File: config.mk
export PLATFORM = sky130hd
export DESIGN_NAME = branch_recovery_ctrl
export DESIGN_NICKNAME = d
export VERILOG_FILES = /design/src/rtl/branch_recovery_ctrl.sv
export SDC_FILE = /design/constraint.sdc
export NUM_CORES = 1
export LEC_CHECK = 0
export CAP_MARGIN = 5
export CORE_ASPECT_RATIO = 1.2
export CORE_MARGIN = 3
export CORE_UTILIZATION = 45
export DETAILED_ROUTE_END_ITERATION = 16
export GPL_TIMING_DRIVEN = 0
export PLACE_DENSITY = 0.78
export RECOVER_POWER = 100
export SLEW_MARGIN = 20
export SYNTH_ARGS = -nofsm -noshare
export SYNTH_HDL_FRONTEND = slang
export SYNTH_SLANG_ARGS = --single-unit
File: constraint.sdc
create_clock -name clk -period 2.6 [get_ports clk]
set_input_delay 0.52 -clock clk [delete_from_list [all_inputs] [get_ports clk]]
set_output_delay 0.52 -clock clk [all_outputs]
set_load 0.005 [all_outputs]
File: src/rtl/branch_recovery_ctrl.sv
// Branch mispredict recovery sequencer.
// Takes the checkpoint lookup on a mispredict, then walks FLUSH -> CLEAR -> REDIRECT.
// CLEAR streams the snapshot ready-table to the ready-table one chunk per cycle.
// Rename is held off (busy) for the whole walk.

package types_pkg;
  parameter int PR_COUNT = 128;
  parameter int TAG_W    = 5;

  typedef struct packed {
    logic                valid;
    logic [31:0]         pc;
    logic [TAG_W-1:0]    rob_tag;
    logic [PR_COUNT-1:0] reset_reg_rdy_table;
  } checkpoint;
endpackage

module branch_recovery_ctrl #(
  parameter int PR_COUNT = types_pkg::PR_COUNT,
  parameter int CLR_W    = 16,
  parameter int TAG_W    = types_pkg::TAG_W
) (
  input  logic                        clk,
  input  logic                        reset,
  input  logic                        mispredict,
  input  logic [TAG_W-1:0]            mispredict_tag,
  input  logic [31:0]                 resolved_target,
  input  logic                        checkpoint_valid,
  input  types_pkg::checkpoint        snapshot,
  output logic                        flush,
  output logic                        flush_all,
  output logic [TAG_W-1:0]            flush_tag,
  output logic                        rdy_clr_valid,
  output logic [$clog2(PR_COUNT)-1:0] rdy_clr_base,
  output logic [CLR_W-1:0]            rdy_clr_mask,
  output logic                        redirect_valid,
  output logic [31:0]                 redirect_pc,
  input  logic                        redirect_ready,
  output logic                        busy,
  output logic                        recover_done,
  output logic                        overrun
);

  localparam int NCHUNK  = PR_COUNT / CLR_W;
  localparam int CHUNK_W = (NCHUNK > 1) ? $clog2(NCHUNK) : 1;
  localparam int BASE_W  = $clog2(PR_COUNT);
  localparam logic [CHUNK_W-1:0] LAST_CHUNK = CHUNK_W'(NCHUNK - 1);

  localparam logic [1:0] S_IDLE     = 2'd0;
  localparam logic [1:0] S_FLUSH    = 2'd1;
  localparam logic [1:0] S_CLEAR    = 2'd2;
  localparam logic [1:0] S_REDIRECT = 2'd3;

  logic [1:0]          state_reg, state_next;
  logic [CHUNK_W-1:0]  chunk_reg, chunk_next;
  logic [TAG_W-1:0]    tag_reg;
  logic [31:0]         target_reg;
  logic                ckpt_valid_reg;
  logic [PR_COUNT-1:0] table_reg;
  logic                overrun_reg;

  // The snapshot PC is not needed: the redirect uses the resolved target.
  logic unused_snapshot_pc;
  assign unused_snapshot_pc = ^snapshot.pc;

  // A snapshot only counts when the store hit, the entry is valid and it belongs to this branch.
  logic ckpt_usable;
  assign ckpt_usable = checkpoint_valid && snapshot.valid && (snapshot.rob_tag == mispredict_tag);

  // Slice the latched ready table into CLEAR-sized chunks.
  logic [CLR_W-1:0] chunk_arr [NCHUNK];
  generate
    for (genvar gi = 0; gi < NCHUNK; gi++) begin : g_chunk
      assign chunk_arr[gi] = table_reg[gi*CLR_W +: CLR_W];
    end
  endgenerate

  // Next-state and chunk-counter sequencing.
  always_comb begin
    state_next = state_reg;
    chunk_next = chunk_reg;
    case (state_reg)
      S_IDLE: begin
        chunk_next = '0;
        if (mispredict) state_next = S_FLUSH;
      end
      S_FLUSH: begin
        chunk_next = '0;
        state_next = ckpt_valid_reg ? S_CLEAR : S_REDIRECT;
      end
      S_CLEAR: begin
        if (chunk_reg == LAST_CHUNK) begin
          chunk_next = '0;
          state_next = S_REDIRECT;
        end else begin
          chunk_next = chunk_reg + 1'b1;
        end
      end
      default: begin
        if (redirect_ready) state_next = S_IDLE;
      end
    endcase
  end

  // State, counter, mispredict context capture and sticky overrun.
  always_ff @(posedge clk) begin
    if (reset) begin
      state_reg      <= S_IDLE;
      chunk_reg      <= '0;
      tag_reg        <= '0;
      target_reg     <= '0;
      ckpt_valid_reg <= 1'b0;
      table_reg      <= '0;
      overrun_reg    <= 1'b0;
    end else begin
      state_reg <= state_next;
      chunk_reg <= chunk_next;
      if (mispredict && (state_reg == S_IDLE)) begin
        tag_reg        <= mispredict_tag;
        target_reg     <= resolved_target;
        ckpt_valid_reg <= ckpt_usable;
        table_reg      <= snapshot.reset_reg_rdy_table;
      end
      if (mispredict && (state_reg != S_IDLE)) overrun_reg <= 1'b1;
    end
  end

  // Output decode from registered state; fields are zeroed outside their own state.
  logic in_clear;
  assign in_clear       = (state_reg == S_CLEAR);
  assign busy           = (state_reg != S_IDLE);
  assign flush          = (state_reg == S_FLUSH);
  assign flush_all      = flush && !ckpt_valid_reg;
  assign flush_tag      = flush ? tag_reg : '0;
  assign rdy_clr_mask   = in_clear ? chunk_arr[chunk_reg] : '0;
  assign rdy_clr_valid  = |rdy_clr_mask;
  assign rdy_clr_base   = in_clear ? BASE_W'(int'(chunk_reg) * CLR_W) : '0;
  assign redirect_valid = (state_reg == S_REDIRECT);
  assign redirect_pc    = redirect_valid ? target_reg : '0;
  // Completion is reported in the handshake cycle itself, so it follows redirect_ready.
  assign recover_done   = redirect_valid && redirect_ready;
  assign overrun        = overrun_reg;

endmodule

==> results of run 1 <==
==> what timing repair did <==
item,CTS,global route
buffers inserted,11,4
pin swaps,15,7
setup endpoints to repair,50,37
gates cloned,1,0
gates resized for setup,107,36
==> cell type report <==
type	instances	area [sq um]	share of cell area
Buffer	74	382	0.0347
Multi-Input combinational cell	676	3790	0.344
Sequential cell	172	3450	0.313
Inverter	5	25.0	0.00227
Clock buffer	24	492	0.0447
Clock inverter	6	110	0.0100
Tap cell	208	260	0.0236
Timing Repair Buffer	253	2500	0.227
==> worst max-delay path, cell delays in order (launching register included) <==
cell	delay, ns
dfxtp_2	0.35
buf_12	0.15
buf_12	0.12
mux4_2	0.55
nor4_4	0.29
a21oi_2	0.10
nor4_4	0.30
nand3_1	0.11
buf_2	0.14
==> path summary, 6_finish.rpt <==
| kind | start | to | slack (ns) | cells past startpoint |
|---|---|---|---|---|
| max | chunk_reg[0] | rdy_clr_valid | -0.48 | 8 |
| max reg2reg | state_reg[0] | table_reg[68] | 0.20 | 7 |
| min | tag_reg[2] | tag_reg[2] | 0.45 | 2 |
| min reg2reg | tag_reg[2] | tag_reg[2] | 0.45 | 2 |
==> layer usage <==
| metal | part of all wire | GRT usage |
|---|---|---|
| met5 | 0 | 0 |
| met4 | 0.042 | 0.128 |
| met3 | 0.088 | 0.0697 |
| met2 | 0.49 | 0.487 |
| met1 | 0.38 | 0.322 |
==> logic make-up after synthesis <==
| logic type | count (synthesis) | share of synthesized area |
|---|---|---|
| AO/OA/AOI/OAI | 193 | 0.133 |
| buffers and inverters | 80 | 0.0462 |
| multiplexers | 35 | 0.101 |
| other | 1 | 0.000504 |
| XOR/XNOR | 5 | 0.00588 |
| adder cells (fa/ha/maj) | 7 | 0.0118 |
| AND/OR/NAND/NOR | 432 | 0.239 |
| flip-flops | 172 | 0.463 |
==> power by group <==
group	switching, mW	total, mW	leakage [nW]	internal, mW
Sequential	0.271	3.40	1.41	3.13
Clock	1.01	2.61	0.288	1.60
Combinational	1.45	2.62	2.38	1.16
Total	2.73	8.63	4.08	5.90
==> cell usage in the layout, fill, tap and decap left out, drive strengths merged, types with 4 or more instances in the layout <==
master / synthesis / layout
nand2: 357 / 357
clkdlybuf4s50: 0 / 218
a21oi: 183 / 183
dfxtp: 172 / 172
clkbuf: 58 / 89
and2: 42 / 42
buf: 17 / 38
mux4: 29 / 29
nor2: 13 / 13
ha: 7 / 7
nor4: 6 / 6
xnor2: 5 / 5
nor3: 5 / 5
nor2b: 4 / 4
conb: 1 / 4
clkdlybuf4s15: 0 / 4
o22ai: 4 / 4
==> reports/summary.txt, run 1 <==
outcome -> finished with violations
failing checks -> setup timing
gpl congestion -> 0.893
io pins -> 275
Setup WS pre-CTS -> -0.733 ns
Hold Fails Final Rpt -> 0
number of diodes -> 0
critical path peak fanout -> 8
HP Class -> reg -> reg
slack of the critical path -> -0.478 ns
Peak VDD IR -> 0.452 mV
Final setup viols -> 36
Post-synth top cells -> nand2_1 (357), a21oi_1 (183), dfxtp_1 (172), clkbuf_1 (58), and2_1 (42)
Fin Setup TNS -> -3.46 ns
syn avg cell area -> 8.05 sq um
layout cells sized above 1 -> 0.121
clk sinks -> 172
Detail Route Antenna Nets -> 0
total grt overflow -> 0
Final Skew -> 0.00461 ns
fillers -> 1294
Synth async-reset ratio -> 0
Final period util -> 1.18
top cell type's share of synthesized area -> 0.463
die width -> 123 um
detailed-route DRC error count -> 0
max-cap violations -> 0
Slew HR -> 0.518
Worst Hold Slack -> 0.449 ns
initial antenna violation count -> 0
most numerous cell in the Yosys netlist -> nand2_1
DR WL/cell -> 18.3 um
total wire length -> 25900 um
die height -> 147 um
CTS tree -> done
max reg flops -> 128
post-synthesis cell type count -> 32
DRT iter0 DRCs -> 619
Fmax achieved -> 325 MHz
Core Util, Final -> 0.693
cell area power density -> 784 nW/um^2
Seq cells post-synth -> 172
Leak -> 4.08 nW
gr usage total -> 0.281
Critical Path RT -> 2.08 ns
vias in the first global route -> 7285
clock tree buffer depth -> 2
Seq/Total Area, Yosys -> 0.463
IO buf count -> 237
Tmin final -> 3.08 ns
Syn Inst Count -> 925
Cell Rows -> 50
CTS Hold Buffers Added -> 0
Top FF cell, synth -> dfxtp_1
clock slew at reported path FFs -> 0.06 ns
vias per cell -> 5.34
synthesis-to-finish area growth -> 47.9%
core footprint -> 15900 sq um
DP HPWL -> 19300 um
total power -> 8.63 mW
nature of the critical path startpoint -> flip-flop
YS warnings -> 0
Via Count -> 7573
Area contributors post-synth -> dfxtp_1 (46%), nand2_1 (18%), a21oi_1 (12%)
Critical Path AT -> 2.56 ns
RSZ-0062 raised after global routing -> true
CP endpoint kind -> output pin
Post-synth EDFFs -> 0
first-pass GRT wire length -> 38900 um
nets -> 1414
largest net degree at the start of global routing -> 17
Clock Latency Late Sink -> 0.43 ns
full die area -> 18100 sq um
Area after DPL -> 10100 sq um
Non-Filler Instances -> 1418
Inserted Clock Buffers -> 17
cell type with the largest total area after synthesis -> dfxtp_1
initial core utilization -> 0.468
Pre-antenna DRT Iters -> 5
max-slew violations -> 0
mapped cell area -> 7440 sq um
H-tree levels -> 4
DP Cell Count -> 1373
Worst Tran Pin Value -> 0.722 ns
Clk Tree Root Cell -> clkbuf_16
critical path type -> reg -> out
Design Area, Final -> 11000 sq um
Note: power is estimated with default switching activity, not from simulation.
==> run 2, diff against run 1 <==
--- a/config.mk
+++ b/config.mk
@@ -5,10 +5,11 @@
 export SDC_FILE = /design/constraint.sdc
 export NUM_CORES = 1
 export LEC_CHECK = 0
+export ABC_AREA = 1
 export CAP_MARGIN = 5
 export CORE_ASPECT_RATIO = 1.2
 export CORE_MARGIN = 3
-export CORE_UTILIZATION = 45
+export CORE_UTILIZATION = 46
 export DETAILED_ROUTE_END_ITERATION = 16
 export GPL_TIMING_DRIVEN = 0
 export PLACE_DENSITY = 0.78
==> run 2 against run 1 <==
  * The flow now finishes without violations
  * Clock-buffer cell count is 7 lower
  * Register-to-register slack improved by 0.12 ns
  * Critical path depth rose by 4
  * Clock skew grew 0.0015 ns
  * First-iteration DRC count fell by 1.5%
  * Worst setup slack gained 0.53 ns
  * Sequential power grew 2%
  * Flip-flop and latch count unchanged
  * Sequential share of layout area decreased by 1.9 points
  * Utilization decreased by 0.46 points
  * Area after synthesis up 8.8%
  * Design area increased by 6.6%
==> reports/summary.txt, run 2 <==
Worst Tran Pin Value -> 0.657 ns (-0.0650 ns)
H-tree levels -> 4 (unchanged)
gr usage total -> 0.279 (-0.00247)
max-slew violations -> 0 (unchanged)
gpl congestion -> 0.903 (+1.1%)
Post-synth EDFFs -> 0 (unchanged)
Clk Tree Root Cell -> clkbuf_16
clock slew at reported path FFs -> 0.07 ns (about the same)
number of diodes -> 0 (unchanged)
syn avg cell area -> 6.74 sq um (-16%)
Leak -> 5.29 nW (+30%)
max reg flops -> 128 (unchanged)
IO buf count -> 237 (unchanged)
initial antenna violation count -> 1 (+1)
Detail Route Antenna Nets -> 0 (unchanged)
core footprint -> 17000 sq um (+7.3%)
post-synthesis cell type count -> 26 (-19%)
most used cell, CP -> nand2_1
Synth async-reset ratio -> 0 (unchanged)
cell type with the largest total area after synthesis -> dfxtp_1
Critical Path RT -> 2.08 ns (about the same)
layout cells sized above 1 -> 0.0954 (-0.0252)
Area after DPL -> 10700 sq um (+6.6%)
Pre-antenna DRT Iters -> 8 (+3)
most numerous cell in the Yosys netlist -> nand2_1
detailed-route DRC error count -> 0 (unchanged)
Peak VDD IR -> 0.531 mV (+18%)
Fmax achieved -> 392 MHz (+21%)
Seq cells post-synth -> 172 (unchanged)
Hold Fails Final Rpt -> 0 (unchanged)
vias in the first global route -> 8111 (+11%)
largest net degree at the start of global routing -> 17 (unchanged)
Clock Latency Late Sink -> 0.43 ns (about the same)
critical path type -> reg -> out
top cell type's share of synthesized area -> 0.425 (-0.0373)
Final setup viols -> 0 (-100%)
total grt overflow -> 0 (unchanged)
Top FF cell, synth -> dfxtp_1
HP Class -> reg -> reg
Slew HR -> 0.562 (+0.0433)
cell area power density -> 875 nW/um^2 (+12%)
clk sinks -> 172 (unchanged)
Fin Setup TNS -> 0 ns (+3.46 ns)
Post-synth top cells -> nand2_1 (378), nor2_1 (174), dfxtp_1 (172), inv_1 (153), a211oi_1 (109)
nature of the critical path startpoint -> flip-flop
cells along the critical path -> inv_1, buf_4, nand2_1, nand3_1, nand2_1, nand2_1, nand2_1, nor2_1, nand2_1, nor2_1, nand2_1, clkbuf_2
Core Util, Final -> 0.688 (-0.00463)
synthesis-to-finish area growth -> 44.9%
YS warnings -> 0 (unchanged)
die width -> 127 um (+3.0%)
Syn Inst Count -> 1201 (+30%)
critical path peak fanout -> 10 (+2)
max-cap violations -> 0 (unchanged)
Cell Rows -> 52 (+4.0%)
Via Count -> 8623 (+14%)
clock tree buffer depth -> 2 (unchanged)
total power -> 10.3 mW (+19%)
Final period util -> 0.981 (-0.203)
Area contributors post-synth -> dfxtp_1 (43%), nand2_1 (18%), a211oi_1 (10%)
mapped cell area -> 8100 sq um (+8.8%)
die height -> 151 um (+3.0%)
DRT iter0 DRCs -> 610 (-1.5%)
DP HPWL -> 20500 um (+6.4%)
leading cell type in the layout, fill and taps excluded -> nand2_1
RSZ-0062 raised after global routing -> true
io pins -> 275 (unchanged)
outcome -> completed
vias per cell -> 5.06 (-5.2%)
commonest cells after routing, fill and taps aside -> nand2_1 (366), clkdlybuf4s50_1 (221), dfxtp_1 (168)
CP delay by family, top -> simple AND/OR/NAND/NOR gates
nets -> 1690 (+20%)
initial core utilization -> 0.475 (+0.00647)
Inserted Clock Buffers -> 17 (unchanged)
buffers plus inverters on the worst setup path -> 3 (unchanged)
Critical Path AT -> 2.03 ns (-0.53 ns)
CTS tree -> done
CP endpoint kind -> output pin
slowest stage delay, CP -> 0.36 ns (-0.19 ns)
Final Skew -> 0.00614 ns (+0.00153 ns)
CTS Hold Buffers Added -> 0 (unchanged)
full die area -> 19200 sq um (+6.1%)
Design Area, Final -> 11700 sq um (+6.6%)
DR WL/cell -> 16.1 um (-12%)
Tmin final -> 2.55 ns (-0.528 ns)
first-pass GRT wire length -> 41700 um (+7.1%)
total wire length -> 27500 um (+6.1%)
Worst path slowest cell -> dfxtp_4
Seq/Total Area, Yosys -> 0.425 (-0.0373)
run 2: changes by cell type in the layout (fill, tap and decap cells not counted), sizes merged, moves of 6 or more:
cell         delta
mux4           -29
a21oi         -118
nor2          +162
nand2          +22
inv           +156
clkbuf         -43
buf            +34
nor4            -6
a211oi        +106
dlygate4sd2    +10
and2           -42
nand3          +41
run 2: area by class of cell:
type / count / area (sq um)
Fill cell: 1482 / 5320
Multi-Input combinational cell: 790 / 3750
Sequential cell: 172 / 3450
Timing Repair Buffer: 253 / 2520
Inverter: 156 / 586
Buffer: 85 / 542
Clock buffer: 17 / 425
Tap cell: 216 / 270
Clock inverter: 15 / 188
run 2: cell families (layout without fill, tap and decap cells):
group | after synthesis | count (layout) | share of synthesized area
AND/OR/NAND/NOR | 598 | 598 | 0.292
other | 1 | 4 | 0.000463
buffers and inverters | 242 | 526 | 0.125
XOR/XNOR | 1 | 1 | 0.00108
adder cells (fa/ha/maj) | 7 | 7 | 0.0108
flip-flops | 172 | 172 | 0.425
AO/OA/AOI/OAI | 180 | 180 | 0.146
run 2: repair_timing:
action,4_1_cts,5_1_grt
buffers inserted,10,5
cloned,1,0
resized for setup,66,32
endpoints found under the hold margin,0,0
pin swaps,9,9
setup endpoints to repair,49,11
run 2: path summary, 6_finish.rpt:
| check | start | to | slack [ns] | cells after the start |
|---|---|---|---|---|
| max | chunk_reg[0] | rdy_clr_valid | 0.05 | 12 |
| min | target_reg[26] | target_reg[26] | 0.46 | 2 |
| min reg2reg | target_reg[26] | target_reg[26] | 0.46 | 2 |
| max reg2reg | state_reg[1] | table_reg[95] | 0.32 | 7 |
run 2: tightest hold or removal path: stages, from the launching register on:
cell and delay (ns):
dfxtp_1 0.31, nand2_1 0.06, a21oi_1 0.05
run 2: report_power, final:
part,total [mW],internal [mW],leakage [nW],switching [mW]
registers,3.48,3.26,1.42,0.225
clock network,2.65,1.53,0.291,1.12
logic,4.13,1.63,3.58,2.51
total,10.3,6.41,5.29,3.85
run 2: stage by stage:
stage          setup slack, ns  std cells  hold slack (ns)
2_1_floorplan            0.620       1204            0.439
3_3_place_gp            -0.117       1657            0.449
3_5_place_dp            -0.144       1657            0.452
4_1_cts                -0.0544       1699            0.466
5_1_grt                -0.0362       1704            0.479
6_report                0.0503       1704            0.464
run 2: per-layer routing:
metal | vias up | wire [um] | global-route usage
li1 | 4291 | - | -
met1 | 3828 | 10800 | 0.327
met2 | 435 | 12800 | 0.468
met3 | 67 | 2900 | 0.0931
met4 | 2 | 950 | 0.113
met5 | - | 13 | 0
